## src/rtl/ap_ctrl_pkg.sv

```systemverilog
// ap_ctrl_pkg: shared state encoding and default sizing for the ap_ctrl driver.
package ap_ctrl_pkg;
  localparam int CNT_W_DEF = 16;
  localparam int CYC_W_DEF = 32;
  localparam int TIMEOUT_DEF = 1024;
  typedef enum logic [2:0] {S_IDLE, S_RUN, S_DRAIN, S_DONE, S_ERR} state_t;
endpackage

```

## src/rtl/ap_ctrl_driver_sat_counter.sv

```systemverilog
// sat_counter: clearable up-counter that sticks at all-ones instead of wrapping.
module sat_counter #(
  parameter int W = 32
) (
  input  logic         clock,
  input  logic         reset,
  input  logic         clr,
  input  logic         en,
  output logic [W-1:0] q
);
  always_ff @(posedge clock or posedge reset)
    if (reset) q <= '0;
    else if (clr) q <= '0;
    else if (en && q != '1) q <= q + 1'b1;
endmodule

```

## src/rtl/ap_ctrl_driver.sv

```systemverilog
// ap_ctrl_driver: issues cmd_count ap_start handshakes to a kernel, counts completions,
// and reports run time, first-transaction latency and a stall timeout.
module ap_ctrl_driver
  import ap_ctrl_pkg::*;
#(
  parameter int CNT_W = CNT_W_DEF,
  parameter int CYC_W = CYC_W_DEF,
  parameter int TIMEOUT = TIMEOUT_DEF
) (
  input  logic             clock,
  input  logic             reset,
  input  logic             cmd_valid,
  input  logic [CNT_W-1:0] cmd_count,
  output logic             cmd_ready,
  output logic             ap_start,
  input  logic             ap_ready,
  input  logic             ap_done,
  output logic             ap_continue,
  output logic             busy,
  output logic             finish,
  output logic             error,
  output logic [CYC_W-1:0] total_cycles,
  output logic [CYC_W-1:0] first_latency,
  output logic [CNT_W-1:0] done_count
);
  state_t state, state_nx;
  logic [CNT_W-1:0] count_q, issued, issued_nx, done_nx;
  logic [CYC_W-1:0] idle_q;
  logic started, lat_stop;
  logic run, active, accept, take, hit, busy_kernel, quiet, timeout;
  assign run = state == S_RUN;
  assign active = run || state == S_DRAIN;
  assign accept = cmd_valid && state == S_IDLE;
  assign take = run && ap_ready;
  assign hit = active && ap_done && done_count != count_q;
  assign busy_kernel = take || (active && ap_done);
  assign quiet = active && !busy_kernel;
  assign timeout = quiet && idle_q >= CYC_W'(TIMEOUT - 1);
  assign issued_nx = issued + CNT_W'(take);
  assign done_nx = done_count + CNT_W'(hit);
  assign cmd_ready = state == S_IDLE;
  assign ap_start = run;
  assign ap_continue = active;
  assign busy = active;
  assign finish = state == S_DONE;
  assign error = state == S_ERR;
  always_comb begin
    state_nx = state;
    case (state)
      S_IDLE:  state_nx = !accept ? S_IDLE : cmd_count == '0 ? S_DONE : S_RUN;
      S_RUN:   state_nx = (issued_nx == count_q && done_nx == count_q) ? S_DONE :
                          issued_nx == count_q ? S_DRAIN : timeout ? S_ERR : S_RUN;
      S_DRAIN: state_nx = done_nx == count_q ? S_DONE : timeout ? S_ERR : S_DRAIN;
      S_DONE:  state_nx = S_IDLE;
      S_ERR:   state_nx = S_ERR;
      default: state_nx = S_IDLE;
    endcase
  end
  always_ff @(posedge clock or posedge reset)
    if (reset) begin
      state <= S_IDLE;
      count_q <= '0;
      issued <= '0;
      done_count <= '0;
      started <= 1'b0;
      lat_stop <= 1'b0;
    end else begin
      state <= state_nx;
      if (accept) begin
        count_q <= cmd_count;
        issued <= '0;
        done_count <= '0;
        started <= 1'b0;
        lat_stop <= 1'b0;
      end else begin
        issued <= issued_nx;
        done_count <= done_nx;
        started <= started || take;
        lat_stop <= lat_stop || (active && ap_done && (started || take));
      end
    end
  // Latency runs from the cycle after the first accepted start through the first done.
  sat_counter #(.W(CYC_W)) u_total (
    .clock(clock), .reset(reset), .clr(accept), .en(active), .q(total_cycles)
  );
  sat_counter #(.W(CYC_W)) u_latency (
    .clock(clock), .reset(reset), .clr(accept), .en(active && started && !lat_stop),
    .q(first_latency)
  );
  sat_counter #(.W(CYC_W)) u_idle (
    .clock(clock), .reset(reset), .clr(accept || busy_kernel), .en(quiet), .q(idle_q)
  );
endmodule

```

## config.mk

```make
export PLATFORM = sky130hd
export DESIGN_NAME = ap_ctrl_driver
export DESIGN_NICKNAME = d
export VERILOG_FILES = /design/src/rtl/ap_ctrl_pkg.sv /design/src/rtl/ap_ctrl_driver_sat_counter.sv /design/src/rtl/ap_ctrl_driver.sv
export SDC_FILE = /design/constraint.sdc
export NUM_CORES = 1
export LEC_CHECK = 0
export ABC_AREA = 0
export CAP_MARGIN = 20
export CORE_MARGIN = 1.5
export CORE_UTILIZATION = 55
export CTS_CLUSTER_DIAMETER = 150
export DETAILED_ROUTE_END_ITERATION = 8
export PLACE_DENSITY_LB_ADDON = 0.2
export SYNTH_ARGS = -nofsm -noshare
export SYNTH_HDL_FRONTEND = slang
export SYNTH_HIERARCHICAL = 1
export SYNTH_SLANG_ARGS = --single-unit
export TNS_END_PERCENT = 5
```

## constraint.sdc

```tcl
create_clock -name clock -period 5.41 [get_ports clock]
set_input_delay 0.8115 -clock clock [delete_from_list [all_inputs] [get_ports clock]]
set_output_delay 0.8115 -clock clock [all_outputs]
set_load 0.01 [all_outputs]
```

### Word-level counts from Yosys, hierarchy flattened

Cells that the tools add are included.

| word-level totals | value |
|---|---|
| register bits | 149 |
| input port bits | 21 |
| output and inout port bits | 86 |
| logic and storage cells | 68 |

| cells by class | value |
|---|---|
| $add $sub $neg | 5 |
| magnitude comparators | 1 |
| eq/ne operators | 10 |
| mux-type cells | 18 |
| reduce and logical (&&, ||, !) cells | 25 |

Operator list:

| cell | number |
|---|---|
| $mux 32 | 6 |
| $add 32x1->32 const B | 3 |
| $ne 32x32->1 const B | 3 |
| $add 16x1->16 | 2 |
| $eq 16x16->1 | 2 |
| $ge 32x10->1 const B | 1 |
| $mux 16 | 2 |
| $logic_not 16->1 | 1 |
| $ne 16x16->1 | 1 |
| $mux 3 | 5 |
| $logic_and 1x1->1 | 13 |
| $pmux 3 s4 | 1 |
| $eq 3x2->1 const B | 2 |
| $reduce_bool 2->1 | 3 |
| $logic_or 1x1->1 | 5 |
| $mux 2 | 2 |
| $eq 3x1->1 const B | 1 |
| $eq 3x3->1 const B | 1 |
| $logic_not 3->1 | 1 |
| $logic_not 1->1 | 2 |
| $mux 1 | 2 |

### Logic depth before layout (Yosys ltp)

Gate-level depths: netlist (run 1).

| logic depth | value |
|---|---|
| word-level depth | 11 |
| gate-level depth with buffers | 14 |
| depth with buffers taken out | 14 |

### Modules after synthesis

Netlist (run 1), hierarchy kept.

By module, submodules not included:

| module | instances | cells an instance | area each (um^2) |
|---|---|---|---|
| sat_counter | 3 | 186 | 1,740.4 |
| ap_ctrl_driver | 1 | 394 | 3,482.1 |

### Least setup slack after synthesis (run 1)

OpenSTA, ideal clock, no wires.

| timing path | value |
|---|---|
| kind | register to register |
| start | reg state[1] |
| end | reg state[2] |
| arrival time | 3.946 ns |
| required time | 5.281 ns |
| slack | 1.336 ns |
| cell stages (with the launch flop) | 15 |
| buffers on the path | 0 |
| period minus slack after synthesis | 4.074 ns |
| cells stage by stage | dfrtp_1 -> nor3b_1 -> nor2_1 -> inv_1 -> nand2_1 -> a31oi_1 -> ha_1 -> ha_1 -> nand4_1 -> nor4_1 -> xor2_1 -> a2111o_1 -> or4_1 -> o2111ai_1 -> nand3b_1 |

| on the way | value |
|---|---|
| longest elaborated chain between the ends | 11 |
| elaborated cells on any way between the ends | 23 |
| those cells by class | add/sub (2); eq/ne (5); mux (6); reduce/logical (10) |

Ends and longest elaborated chain:

| element | line | source |
|---|---|---|
| start: declaration | ap_ctrl_driver.sv:26 | `state_t state, state_nx;` |
| start signal: assignment | ap_ctrl_driver.sv:68 | `state <= state_nx;` |
| $eq 3x1->1 (*) | ap_ctrl_driver.sv:31 | `assign run = state == S_RUN;` |
| net ap_start | ap_ctrl_driver.sv:15 | `output logic ap_start,` |
| $logic_or 1x1->1 (*) | ap_ctrl_driver.sv:32 | `assign active = run \|\| state == S_DRAIN;` |
| net ap_continue | ap_ctrl_driver.sv:18 | `output logic ap_continue,` |
| parallel branches: the longest is 8 deep, another holds $add 16x1->16 | n/a |  |
| $pmux 3 s4 (*) | ap_ctrl_driver.sv:49 | `case (state)` |
| net state_nx[2] | ap_ctrl_driver.sv:26 |  |

Mark *: on every way through the listed nets, which the timed path passes.
A chain may end at the register's enable or synchronous reset.

### Worst setup path after layout (run 1)

| timing path | value |
|---|---|
| start | reg state[1] |
| end | reg state[0] |

| on the way | value |
|---|---|
| longest elaborated chain between the ends | 11 |
| elaborated cells on any way between the ends | 24 |
| those cells by class | add/sub (2); eq/ne (5); mux (6); reduce/logical (11) |

Ends and longest elaborated chain:

| element | line |
|---|---|
| parallel branches: the longest is 10 deep, another holds $add 16x1->16 | n/a |
| $pmux 3 s4 (*) | ap_ctrl_driver.sv:49 |
| net state_nx[0] | ap_ctrl_driver.sv:26 |

Marked as above.

==> results of run 1 <==
## flip-flops by register name (all words and copies together), names as in the netlist
signal	cells
count_q	16
done_count	16
issued	16
lat_stop	1
started	1
state	3
u_idle/q	32
u_latency/q	32
u_total/q	32
## synth_stat cells, types with 3 or more instances
cell type,count,share of area (%)
sky130_fd_sc_hd__clkbuf_1,20,0.86
sky130_fd_sc_hd__o21ba_2,3,0.35
sky130_fd_sc_hd__and2_1,9,0.65
sky130_fd_sc_hd__nor4_1,27,1.9
sky130_fd_sc_hd__o311ai_1,3,0.30
sky130_fd_sc_hd__buf_6,3,0.39
sky130_fd_sc_hd__or4_4,4,0.52
sky130_fd_sc_hd__mux2i_1,4,0.46
sky130_fd_sc_hd__ha_1,7,1.0
sky130_fd_sc_hd__nand4_1,31,2.2
sky130_fd_sc_hd__o31ai_1,47,4.1
sky130_fd_sc_hd__nand2_1,91,3.9
sky130_fd_sc_hd__o31a_1,4,0.40
sky130_fd_sc_hd__xnor2_1,44,4.4
sky130_fd_sc_hd__nand3_1,42,2.4
sky130_fd_sc_hd__and4_1,15,1.5
sky130_fd_sc_hd__nand3b_1,4,0.35
sky130_fd_sc_hd__and3_1,16,1.2
sky130_fd_sc_hd__o211a_1,3,0.35
sky130_fd_sc_hd__nand2b_1,4,0.29
sky130_fd_sc_hd__o41ai_2,3,0.56
sky130_fd_sc_hd__xor2_1,28,2.8
sky130_fd_sc_hd__or4_1,45,3.9
sky130_fd_sc_hd__or3_4,3,0.39
sky130_fd_sc_hd__o41ai_1,3,0.30
sky130_fd_sc_hd__nand4_2,4,0.58
sky130_fd_sc_hd__a21oi_1,88,5.1
sky130_fd_sc_hd__inv_1,37,1.6
sky130_fd_sc_hd__o311ai_0,3,0.30
sky130_fd_sc_hd__o21ai_0,46,2.6
sky130_fd_sc_hd__buf_2,9,0.52
sky130_fd_sc_hd__dfrtp_1,149,43
sky130_fd_sc_hd__or3_1,37,2.7
sky130_fd_sc_hd__nor3_1,14,0.81
sky130_fd_sc_hd__nor2_1,60,2.6
sky130_fd_sc_hd__nor3b_1,5,0.43
## report_power, final
group          switching [mW]  internal, mW
Sequential              0.331          1.31
Clock                   0.471         0.682
Combinational           0.528         0.564
Total                    1.33          2.56
## stage by stage
step	worst slack [ns]	cell area, sq um	utilization [%]	power [mW]
6_report	1.14	10600	69.1	3.89
5_1_grt	0.782	10600	69.1	4.09
4_1_cts	1.20	10500	68.6	3.90
3_5_place_dp	1.08	9930	64.8	2.73
3_3_place_gp	1.21	9930	64.8	2.70
2_1_floorplan	1.34	8700	-	2.25
## cell families after synthesis
logic type               Yosys count  synth area share (%)
multiplexers                       4                 0.460
XOR/XNOR                          75                  7.96
AO/OA/AOI/OAI                    229                  17.2
AND/OR/NAND/NOR                  417                  27.0
adder cells (fa/ha/maj)            7                  1.01
flip-flops                       149                  42.8
buffers and inverters             71                  3.51
## area by class of cell
| cell class | instances | area, sq um |
|---|---|---|
| tap | 211 | 264 |
| clock inverter | 10 | 95.1 |
| sequential | 149 | 3730 |
| timing repair buffer | 119 | 1190 |
| inverter | 37 | 140 |
| multi-input combinational | 732 | 4670 |
| fill | 1239 | 4740 |
| clock buffer | 22 | 484 |
## worst max-delay path: cells and delay by family (launching register included)
kind | cells | cell delay [ns]
xor+xnor | 1 | 0.12
flops | 1 | 0.44
fa+ha+maj | 2 | 0.53
buf+inv | 1 | 0.26
compound gates | 3 | 0.63
simple gates | 7 | 2.23
## how the worst min path moves through the flow
stage                  startpoint                 end  slack (ns)  cells past startpoint
4_1_cts        lat_stop$_DFF_PP0_  lat_stop$_DFF_PP0_        0.51                      1
3_3_place_gp   lat_stop$_DFF_PP0_  lat_stop$_DFF_PP0_        0.49                      1
5_1_grt        lat_stop$_DFF_PP0_  lat_stop$_DFF_PP0_        0.51                      1
6_report       lat_stop$_DFF_PP0_  lat_stop$_DFF_PP0_        0.51                      1
2_1_floorplan  lat_stop$_DFF_PP0_  lat_stop$_DFF_PP0_        0.46                      1
3_5_place_dp   lat_stop$_DFF_PP0_  lat_stop$_DFF_PP0_        0.48                      1
## layer usage
metal / share of wire (%) / up-vias / track usage [%]
met5: 0 / - / 0
met4: 2.1 / 0 / 10.0
met3: 5.2 / 41 / 5.74
met2: 49 / 222 / 46.2
met1: 44 / 3886 / 36.5
li1: - / 3813 / -
## cell usage in the layout, fill, tap and decap left out, types with 14 or more instances in the layout
| master | instances |
|---|---|
| sky130_fd_sc_hd__xor2_1 | 28 |
| sky130_fd_sc_hd__clkbuf_16 | 17 |
| sky130_fd_sc_hd__nor4_1 | 27 |
| sky130_fd_sc_hd__nor3_1 | 14 |
| sky130_fd_sc_hd__o21ai_0 | 46 |
| sky130_fd_sc_hd__dfrtp_1 | 149 |
| sky130_fd_sc_hd__clkdlybuf4s50_1 | 106 |
| sky130_fd_sc_hd__nor2_1 | 60 |
| sky130_fd_sc_hd__and4_1 | 15 |
| sky130_fd_sc_hd__nand4_1 | 31 |
| sky130_fd_sc_hd__or3_1 | 37 |
| sky130_fd_sc_hd__nand3_1 | 42 |
| sky130_fd_sc_hd__o31ai_1 | 47 |
| sky130_fd_sc_hd__or4_1 | 45 |
| sky130_fd_sc_hd__xnor2_1 | 44 |
| sky130_fd_sc_hd__nand2_1 | 91 |
| sky130_fd_sc_hd__inv_1 | 35 |
| sky130_fd_sc_hd__a21oi_1 | 88 |
| sky130_fd_sc_hd__and3_1 | 16 |
==> flow_metrics.py, run 1 <==
metrics = {
    "clocking": {
        "cts_resized": 0,
        "cts_htree_levels": 4,
        "clock_sink_count": 149,
        "root_buffer": "sky130_fd_sc_hd__clkbuf_16",
        "postCtsSetupRepairBufs": 0,
        "cts_inserted_buffers": 17,
        "clk_path_buf_depth": 2,
        "source_to_sink_clock_delay_at_the_later_pin_of_the_worst_skew_pair_ns": 0.42,
        "tritoncts": "built",
        "cts.clk_slew.worst_paths_ns": 0.06,
        "hold_buffers": 0,
    },
    "floorplanning": {
        "chipHeight_um": 129,
        "top_level_ports": 107,
        "placeableCoreArea_sq_um": 15300,
        "die_w_um": 129,
        "initial_core_util_pct": 56.8,
        "num_rows": 45,
        "design.die.area_sq_um": 16600,
    },
    "sta": {
        "rsz_0062_raised_after_global_routing": "false",
        "tightestPinTransition_ns": 0.947,
        "final_min_period_over_clock_period_pct": 78.8,
        "hold_viol_final": 0,
        "finalHoldWorstSlack_ns": 0.507,
        "final-setup-viol-count": 0,
        "fin_worst_skew_ns": 0.0102,
        "finalMaxSlewViolations": 0,
        "maxSlewHeadroom_pct": 36.0,
        "max_freq_mhz": 234,
        "final_worst_path_period_need_ns": 4.27,
        "setup_total_negative_slack_ns": 0,
    },
    "layout": {
        "num_antenna_cells": 0,
        "finish.net_count": 1084,
        "final_cells": 1280,
        "post_route_cells_drive_above_1_share_pct": 6.55,
        "synthToLayoutAreaGrowth_pct": 21.5,
    },
    "setup_path": {
        "worst_ep_required_time_ns": 5.77,
        "kind_of_capture_point_of_the_worst_setup_path": "flip-flop",
        "rr_worst_depth": 14,
        "worstReg2RegStart": "state[1]$_DFF_PP0_",
        "crit_slowest_cell": "sky130_fd_sc_hd__or4_1",
        "setup.worst_path.class": "flip-flop to flip-flop",
        "worst_setup_path_endpoint": "state[0]$_DFF_PP0_",
        "crit_start": "state[1]$_DFF_PP0_",
        "worst-endpoint-arrival_ns": 4.63,
        "worst-r2r-setup-slack_ns": 1.14,
        "crit_path_max_incr_delay_ns": 0.60,
        "timing.rr.end": "state[0]$_DFF_PP0_",
        "cp_max_fo": 7,
        "ordered_list_of_cells_on_the_worst_path": "nor3b_1 > nor2_1 > inv_1 > nand2_1 > a31oi_1 > ha_1 > ha_1 > nand4_1 > nor4_1 > xor2_1 > a2111o_1 > or4_1 > nor4_1 > a211o_1",
        "critical_path.startpoint_type": "flip-flop",
    },
    "power_and_ir_drop": {
        "cellLeakagePower_nw": 4.11,
        "power_density_nw_per_um2": 367,
        "ir_drop_mv": 0.249,
    },
    "place": {
        "placed_cells_incl_taps": 1244,
        "place_hpwl_um": 15200,
        "io_buffers": 106,
        "routabilityCongestion": 0.983,
    },
    "yosys": {
        "mappedNetlistArea_sq_um": 8700,
        "ys_types": 69,
        "syn_inst": 952,
        "flop_and_latch_count_out_of_synthesis": 149,
        "synth_fp_nets": 980,
        "async_sr_flop_fraction_pct": 100,
        "synthesis.area_per_instance_sq_um": 9.14,
        "yosysWarningCount": 6,
        "seq_area_frac_synth_pct": 42.8,
        "number_of_synthesized_flops_with_an_enable_pin": 0,
        "yosys_most_used_dff": "sky130_fd_sc_hd__dfrtp_1",
    },
    "global_routing": {
        "grt_antenna_before_repair": 0,
        "grt_max_degree": 113,
        "grt_util_all_layers_pct": 28.0,
        "grt_pass1_vias": 7584,
        "first_pass_grt_wire_length_um": 37100,
        "globalRouteOverflowTotal": 0,
    },
    "detailed_routing": {
        "drcViolationCount": 0,
        "routed_wirelength_um": 22400,
        "first_pass_iters": 8,
        "drt-vias-per-instance": 6.22,
        "dr_total_vias": 7962,
        "dr.first_iter.drc_count": 563,
        "wire_length_per_cell_um": 17.5,
        "postRouteAntennaNets": 0,
    },
    "run": {
        "max_cap_violations": 0,
    },
    "min_path": {
        "holdCritPathClass": "flip-flop to flip-flop",
    },
    "outcome": {
        "outcome": "complete, no violations",
    },
}
Note: power is estimated with default switching activity, not from simulation.
==> run 2: changes to the inputs <==
Clock period 5.41 ns to 4.3 ns, I/O delays scaled along.
==> run 2 against run 1 <==
Combinational power is 26% higher; non-clock buffer count increased by 7; sequential share of layout area down 0.21 points; setup slack lost 0.73 ns; register-to-register slack got worse by 0.73 ns; cell area is 0.59% higher; die area did not move; largest cell class unchanged; highest routed layer is now met5.
==> flow_metrics.py, run 2 (synthesized netlist as in run 1, its figures left out) <==
metrics = {
    "layout": {
        "most_common_cell_after_layout_fill_and_taps_aside": "sky130_fd_sc_hd__dfrtp_1",
        "num_antenna_cells": 0,
        "top_regs": "u_idle/q (32), u_latency/q (32), u_total/q (32)",
        "finish.net_count": 1091,
        "synthToLayoutAreaGrowth_pct": 22.2,
        "final_design_area_no_fill_sq_um": 10600,
        "finish.utilization_pct": 69.5,
        "final_cells": 1287,
        "post_route_cells_drive_above_1_share_pct": 6.97,
        "fill_cells": 1279,
        "final_cell_mix": "sky130_fd_sc_hd__dfrtp_1, sky130_fd_sc_hd__clkdlybuf4s50_1, sky130_fd_sc_hd__nand2_1",
    },
    "sta": {
        "setup_total_negative_slack_ns": 0,
        "rsz_0062_raised_after_global_routing": "false",
        "hold_viol_final": 0,
        "tightestPinTransition_ns": 1.16,
        "final-setup-viol-count": 0,
        "maxSlewHeadroom_pct": 22.0,
        "fin_worst_skew_ns": 0.00848,
        "final_worst_path_period_need_ns": 3.89,
        "max_freq_mhz": 257,
        "final_min_period_over_clock_period_pct": 90.4,
        "finalMaxSlewViolations": 0,
    },
    "place": {
        "io_buffers": 106,
        "place_hpwl_um": 15200,
        "routabilityCongestion": 0.948,
        "placed_cells_incl_taps": 1251,
        "total_cell_area_at_the_placement_stage_sq_um": 9980,
    },
    "clocking": {
        "tritoncts": "built",
        "cts.clk_slew.worst_paths_ns": 0.06,
        "clock_sink_count": 149,
        "cts_htree_levels": 4,
        "postCtsSetupRepairBufs": 0,
        "cts_resized": 0,
        "cts_inserted_buffers": 17,
        "hold_buffers": 0,
        "root_buffer": "sky130_fd_sc_hd__clkbuf_16",
        "source_to_sink_clock_delay_at_the_later_pin_of_the_worst_skew_pair_ns": 0.42,
        "clk_path_buf_depth": 2,
    },
    "power_and_ir_drop": {
        "cellLeakagePower_nw": 4.16,
        "sw_frac_of_total_pct": 33.4,
        "power_frac_comb_pct": 27.9,
        "ir_drop_mv": 0.302,
        "seq_power_share_pct": 41.7,
        "power_density_nw_per_um2": 462,
        "totalPowerFinal_mw": 4.92,
        "power.internal_mw": 3.27,
        "power.switching_mw": 1.64,
        "p_clk_share_pct": 30.4,
    },
    "global_routing": {
        "globalRouteOverflowTotal": 0,
        "first_pass_grt_wire_length_um": 36500,
        "grt_util_all_layers_pct": 27.7,
        "grt_antenna_before_repair": 1,
        "grt_pass1_vias": 7207,
        "grt_max_degree": 60,
    },
    "outcome": {
        "outcome": "complete, no violations",
    },
    "detailed_routing": {
        "wire_length_per_cell_um": 17.1,
        "first_pass_iters": 5,
        "postRouteAntennaNets": 0,
        "dr_total_vias": 7842,
        "drcViolationCount": 0,
        "drt-vias-per-instance": 6.09,
        "routed_wirelength_um": 22100,
        "dr.first_iter.drc_count": 461,
    },
    "setup_path": {
        "setup.worst_path.class": "flip-flop to flip-flop",
        "cp_max_fo": 7,
        "worst-endpoint-arrival_ns": 4.25,
        "crit_slowest_cell": "sky130_fd_sc_hd__or4_1",
        "kind_of_capture_point_of_the_worst_setup_path": "flip-flop",
        "worst_ep_required_time_ns": 4.66,
        "crit_path_max_incr_delay_ns": 0.60,
        "critical_path.startpoint_type": "flip-flop",
        "ordered_list_of_cells_on_the_worst_path": "nor3b_1 > nor2_1 > inv_1 > nand2_1 > a31oi_1 > ha_1 > ha_1 > nand4_1 > nor4_1 > buf_4 > xor2_1 > a2111o_1 > or4_1 > nor4_1 > a211o_1",
    },
    "floorplanning": {
        "num_rows": 45,
        "chipHeight_um": 129,
        "die_w_um": 129,
        "top_level_ports": 107,
        "design.die.area_sq_um": 16600,
        "placeableCoreArea_sq_um": 15300,
        "initial_core_util_pct": 56.8,
    },
    "min_path": {
        "holdCritPathClass": "flip-flop to flip-flop",
    },
    "run": {
        "max_cap_violations": 0,
    },
}
## run 2: changes by cell type in the layout (fill, tap and decap cells not counted)
| cell | delta |
|---|---|
| sky130_fd_sc_hd__clkinvlp_4 | -2 |
| sky130_fd_sc_hd__buf_16 | -1 |
| sky130_fd_sc_hd__clkinv_2 | +1 |
| sky130_fd_sc_hd__buf_2 | +1 |
| sky130_fd_sc_hd__buf_12 | +1 |
| sky130_fd_sc_hd__bufinv_16 | +1 |
| sky130_fd_sc_hd__clkbuf_2 | -1 |
| sky130_fd_sc_hd__buf_4 | +6 |
| sky130_fd_sc_hd__clkbuf_1 | +2 |
| sky130_fd_sc_hd__inv_6 | -2 |
| sky130_fd_sc_hd__buf_8 | +1 |
## run 2: power by group through the flow
stage | sequential, mW | clock [mW] | combinational, mW
after floorplan | 1.98 | 0 | 0.848
after global placement | 2.06 | 0 | 1.34
after detailed placement | 2.06 | 0 | 1.36
after CTS | 2.04 | 1.52 | 1.37
after global routing | 2.10 | 1.58 | 1.51
final | 2.05 | 1.49 | 1.37
## run 2: final cells by class
class / count / area [sq um] / share of cell area (%)
clock buffers: 24 / 492 / 4.62
clock inverters: 8 / 97.6 / 0.917
inverters: 37 / 140 / 1.32
repair buffers: 126 / 1250 / 11.7
well taps: 211 / 264 / 2.48
flip-flops and latches: 149 / 3730 / 35.1
multi-input cells: 732 / 4670 / 43.9
## run 2: path summary, 6_finish.rpt
kind / cells past startpoint / slack [ns] / from / to
worst max-delay path: 15 / 0.41 / state[1]$_DFF_PP0_ / state[0]$_DFF_PP0_
worst min-delay path: 1 / 0.50 / lat_stop$_DFF_PP0_ / lat_stop$_DFF_PP0_
worst max register to register: 15 / 0.41 / state[1]$_DFF_PP0_ / state[0]$_DFF_PP0_
worst min register to register: 1 / 0.50 / lat_stop$_DFF_PP0_ / lat_stop$_DFF_PP0_
max in group asynchronous: 4 / 3.20 / reset / u_latency/q[19]$_DFFE_PP0P_
min in group asynchronous: 2 / 0.55 / reset / u_latency/q[4]$_DFFE_PP0P_
## run 2: per-layer routing
metal,vias to the layer above,routed length (um),global-route usage (%)
li1,3806,-,-
met3,30,1130,6.28
met4,2,396,8.46
met2,194,10600,44.4
met5,-,11,0
met1,3810,9900,37.6
## run 2: through the flow
step | hold slack (ns) | setup slack [ns]
CTS | 0.503 | 0.461
global route | 0.540 | 0.102
finish | 0.503 | 0.415
global placement | 0.485 | 0.328
floorplan | 0.464 | 0.226
detailed placement | 0.489 | 0.278
## run 2: critical path, delay by kind of cell (launching register included)
kind	cells	cell delay (ns)
buf+inv	2	0.26
xor+xnor	1	0.05
simple gates	7	1.94
fa+ha+maj	2	0.53
compound gates	3	0.62
flops	1	0.44
==> run 3: changes to the inputs <==
Settings changed: CORE_ASPECT_RATIO set to 0.6, CTS_CLUSTER_DIAMETER 150 to 100.
==> run 3 against run 2 <==
Die area grew 0.15%; critical path depth shrank 2; sequential share of layout area increased by 0.15 points; clock power barely moved; first-iteration DRC count rose by 87%; power rose by 0.58%; combinational power is 5% higher; count of clock-buffer cells in the layout fell by 4; highest routed layer is now met4.
==> flow_metrics.py, run 3 (synthesized netlist as in run 1, its figures left out) <==
metrics = {
    "place": {
        "total_cell_area_at_the_placement_stage_sq_um": 9970,
        "placed_cells_incl_taps": 1242,
        "routabilityCongestion": 0.981,
        "place_hpwl_um": 15900,
        "place_ws_ns": 0.114,
        "io_buffers": 106,
    },
    "detailed_routing": {
        "postRouteAntennaNets": 0,
        "drcViolationCount": 0,
        "dr.first_iter.drc_count": 862,
        "wire_length_per_cell_um": 18.2,
        "routed_wirelength_um": 23200,
        "dr_total_vias": 8072,
        "first_pass_iters": 6,
        "drt-vias-per-instance": 6.32,
    },
    "clocking": {
        "clock_sink_count": 149,
        "postCtsSetupRepairBufs": 0,
        "tritoncts": "built",
        "cts_htree_levels": 4,
        "source_to_sink_clock_delay_at_the_later_pin_of_the_worst_skew_pair_ns": 0.43,
        "root_buffer": "sky130_fd_sc_hd__clkbuf_16",
        "cts_inserted_buffers": 17,
        "clk_path_buf_depth": 2,
        "cts.clk_slew.worst_paths_ns": 0.06,
    },
    "sta": {
        "fin_worst_skew_ns": 0.0146,
        "finalHoldWorstSlack_ns": 0.492,
        "hold_viol_final": 0,
        "finalMaxSlewViolations": 0,
        "final_min_period_over_clock_period_pct": 96.2,
        "final-setup-viol-count": 0,
        "max_freq_mhz": 242,
        "setup_total_negative_slack_ns": 0,
        "maxSlewHeadroom_pct": 39.6,
        "rsz_0062_raised_after_global_routing": "false",
        "tightestPinTransition_ns": 0.899,
        "setup_ws_ns": 0.164,
        "final_worst_path_period_need_ns": 4.14,
    },
    "layout": {
        "num_antenna_cells": 0,
        "finish.utilization_pct": 68.7,
        "final_cell_mix": "sky130_fd_sc_hd__dfrtp_1, sky130_fd_sc_hd__clkdlybuf4s50_1, sky130_fd_sc_hd__nand2_1",
        "top_regs": "u_idle/q (32), u_latency/q (32), u_total/q (32)",
        "fill_cells": 1226,
        "final_design_area_no_fill_sq_um": 10600,
        "post_route_cells_drive_above_1_share_pct": 7.16,
        "finish.net_count": 1090,
        "regArea_sq_um": 3730,
        "final_cells": 1278,
        "most_common_cell_after_layout_fill_and_taps_aside": "sky130_fd_sc_hd__dfrtp_1",
        "synthToLayoutAreaGrowth_pct": 21.7,
        "area_occupied_by_multi_input_gates_sq_um": 4680,
    },
    "setup_path": {
        "cp_max_fo": 13,
        "worst-r2r-setup-slack_ns": 0.16,
        "cp_num_buf_inv": 0,
        "critical_path.startpoint_type": "flip-flop",
        "worst_ep_required_time_ns": 4.66,
        "crit_path_max_incr_delay_ns": 0.59,
        "setup.worst_path.class": "flip-flop to flip-flop",
        "cpLargestDelayFamily": "simple AND/OR/NAND/NOR gates",
        "crit_slowest_cell": "sky130_fd_sc_hd__or4_1",
        "kind_of_capture_point_of_the_worst_setup_path": "flip-flop",
        "ordered_list_of_cells_on_the_worst_path": "xnor2_1 > nand2_1 > nor4_1 > a31oi_1 > ha_1 > ha_1 > nand4_1 > nor4_2 > xor2_1 > a2111o_1 > or4_1 > nor4_1 > a211o_1",
        "worst-endpoint-arrival_ns": 4.50,
    },
    "global_routing": {
        "globalRouteOverflowTotal": 0,
        "grt_antenna_before_repair": 0,
        "grt_pass1_vias": 7131,
        "grt_util_all_layers_pct": 29.0,
        "first_pass_grt_wire_length_um": 37700,
        "grt_max_degree": 73,
    },
    "floorplanning": {
        "design.die.area_sq_um": 16600,
        "initial_core_util_pct": 56.5,
        "placeableCoreArea_sq_um": 15400,
        "chipHeight_um": 100,
        "die_w_um": 165,
        "num_rows": 35,
        "top_level_ports": 107,
    },
    "power_and_ir_drop": {
        "totalPowerFinal_mw": 4.94,
        "ir_drop_mv": 0.256,
        "cellLeakagePower_nw": 4.13,
        "power_density_nw_per_um2": 467,
    },
    "run": {
        "max_cap_violations": 0,
    },
    "outcome": {
        "outcome": "complete, no violations",
    },
    "min_path": {
        "holdCritPathClass": "flip-flop to flip-flop",
    },
}
[run 3: repair_timing]
| action | in CTS | in global routing |
|---|---|---|
| setup endpoints to repair | 0 | 3 |
| resized for setup | 0 | 1 |
| hold buffers | 0 | 0 |
[run 3: cell type report]
type,count,area share [%]
multi-input combinational,732,44.1
sequential,149,35.2
timing repair buffer,125,11.5
clock buffer,20,4.31
tap,203,2.40
inverter,37,1.32
clock inverter,12,1.13
[run 3: worst paths after layout]
path,cells past startpoint,from,to
max in group asynchronous,3,reset,count_q[13]$_DFFE_PP0P_
worst max-delay path,13,done_count[4]$_DFF_PP0_,state[0]$_DFF_PP0_
worst max register to register,13,done_count[4]$_DFF_PP0_,state[0]$_DFF_PP0_
min in group asynchronous,2,reset,started$_DFF_PP0_
worst min-delay path,1,lat_stop$_DFF_PP0_,lat_stop$_DFF_PP0_
worst min register to register,1,lat_stop$_DFF_PP0_,lat_stop$_DFF_PP0_
[run 3: power breakdown]
group          internal, mW  switching, mW  leakage [nW]
Clock                 0.836          0.631         0.271
Sequential             1.65          0.387          2.01
Combinational         0.723          0.721          1.86
Total                  3.20           1.74          4.13
[run 3: worst register-to-register path, stage by stage, from the launching register on]
cell                       delay, ns
sky130_fd_sc_hd__dfrtp_1        0.55
sky130_fd_sc_hd__xnor2_1        0.44
sky130_fd_sc_hd__nand2_1        0.09
sky130_fd_sc_hd__nor4_1         0.51
sky130_fd_sc_hd__a31oi_1        0.16
sky130_fd_sc_hd__ha_1           0.27
sky130_fd_sc_hd__ha_1           0.27
sky130_fd_sc_hd__nand4_1        0.21
sky130_fd_sc_hd__nor4_2         0.11
sky130_fd_sc_hd__xor2_1         0.15
sky130_fd_sc_hd__a2111o_1       0.29
sky130_fd_sc_hd__or4_1          0.59
sky130_fd_sc_hd__nor4_1         0.25
sky130_fd_sc_hd__a211o_1        0.18
[run 3: metal layers]
metal	part of all wire, %	vias up	global-route usage (%)	wire [um]
met4	0.99	0	7.21	231
met2	42	322	39.4	9710
li1	-	3800	-	-
met5	0	-	0	0
met3	8.4	20	6.82	1950
met1	49	3930	45.7	11300
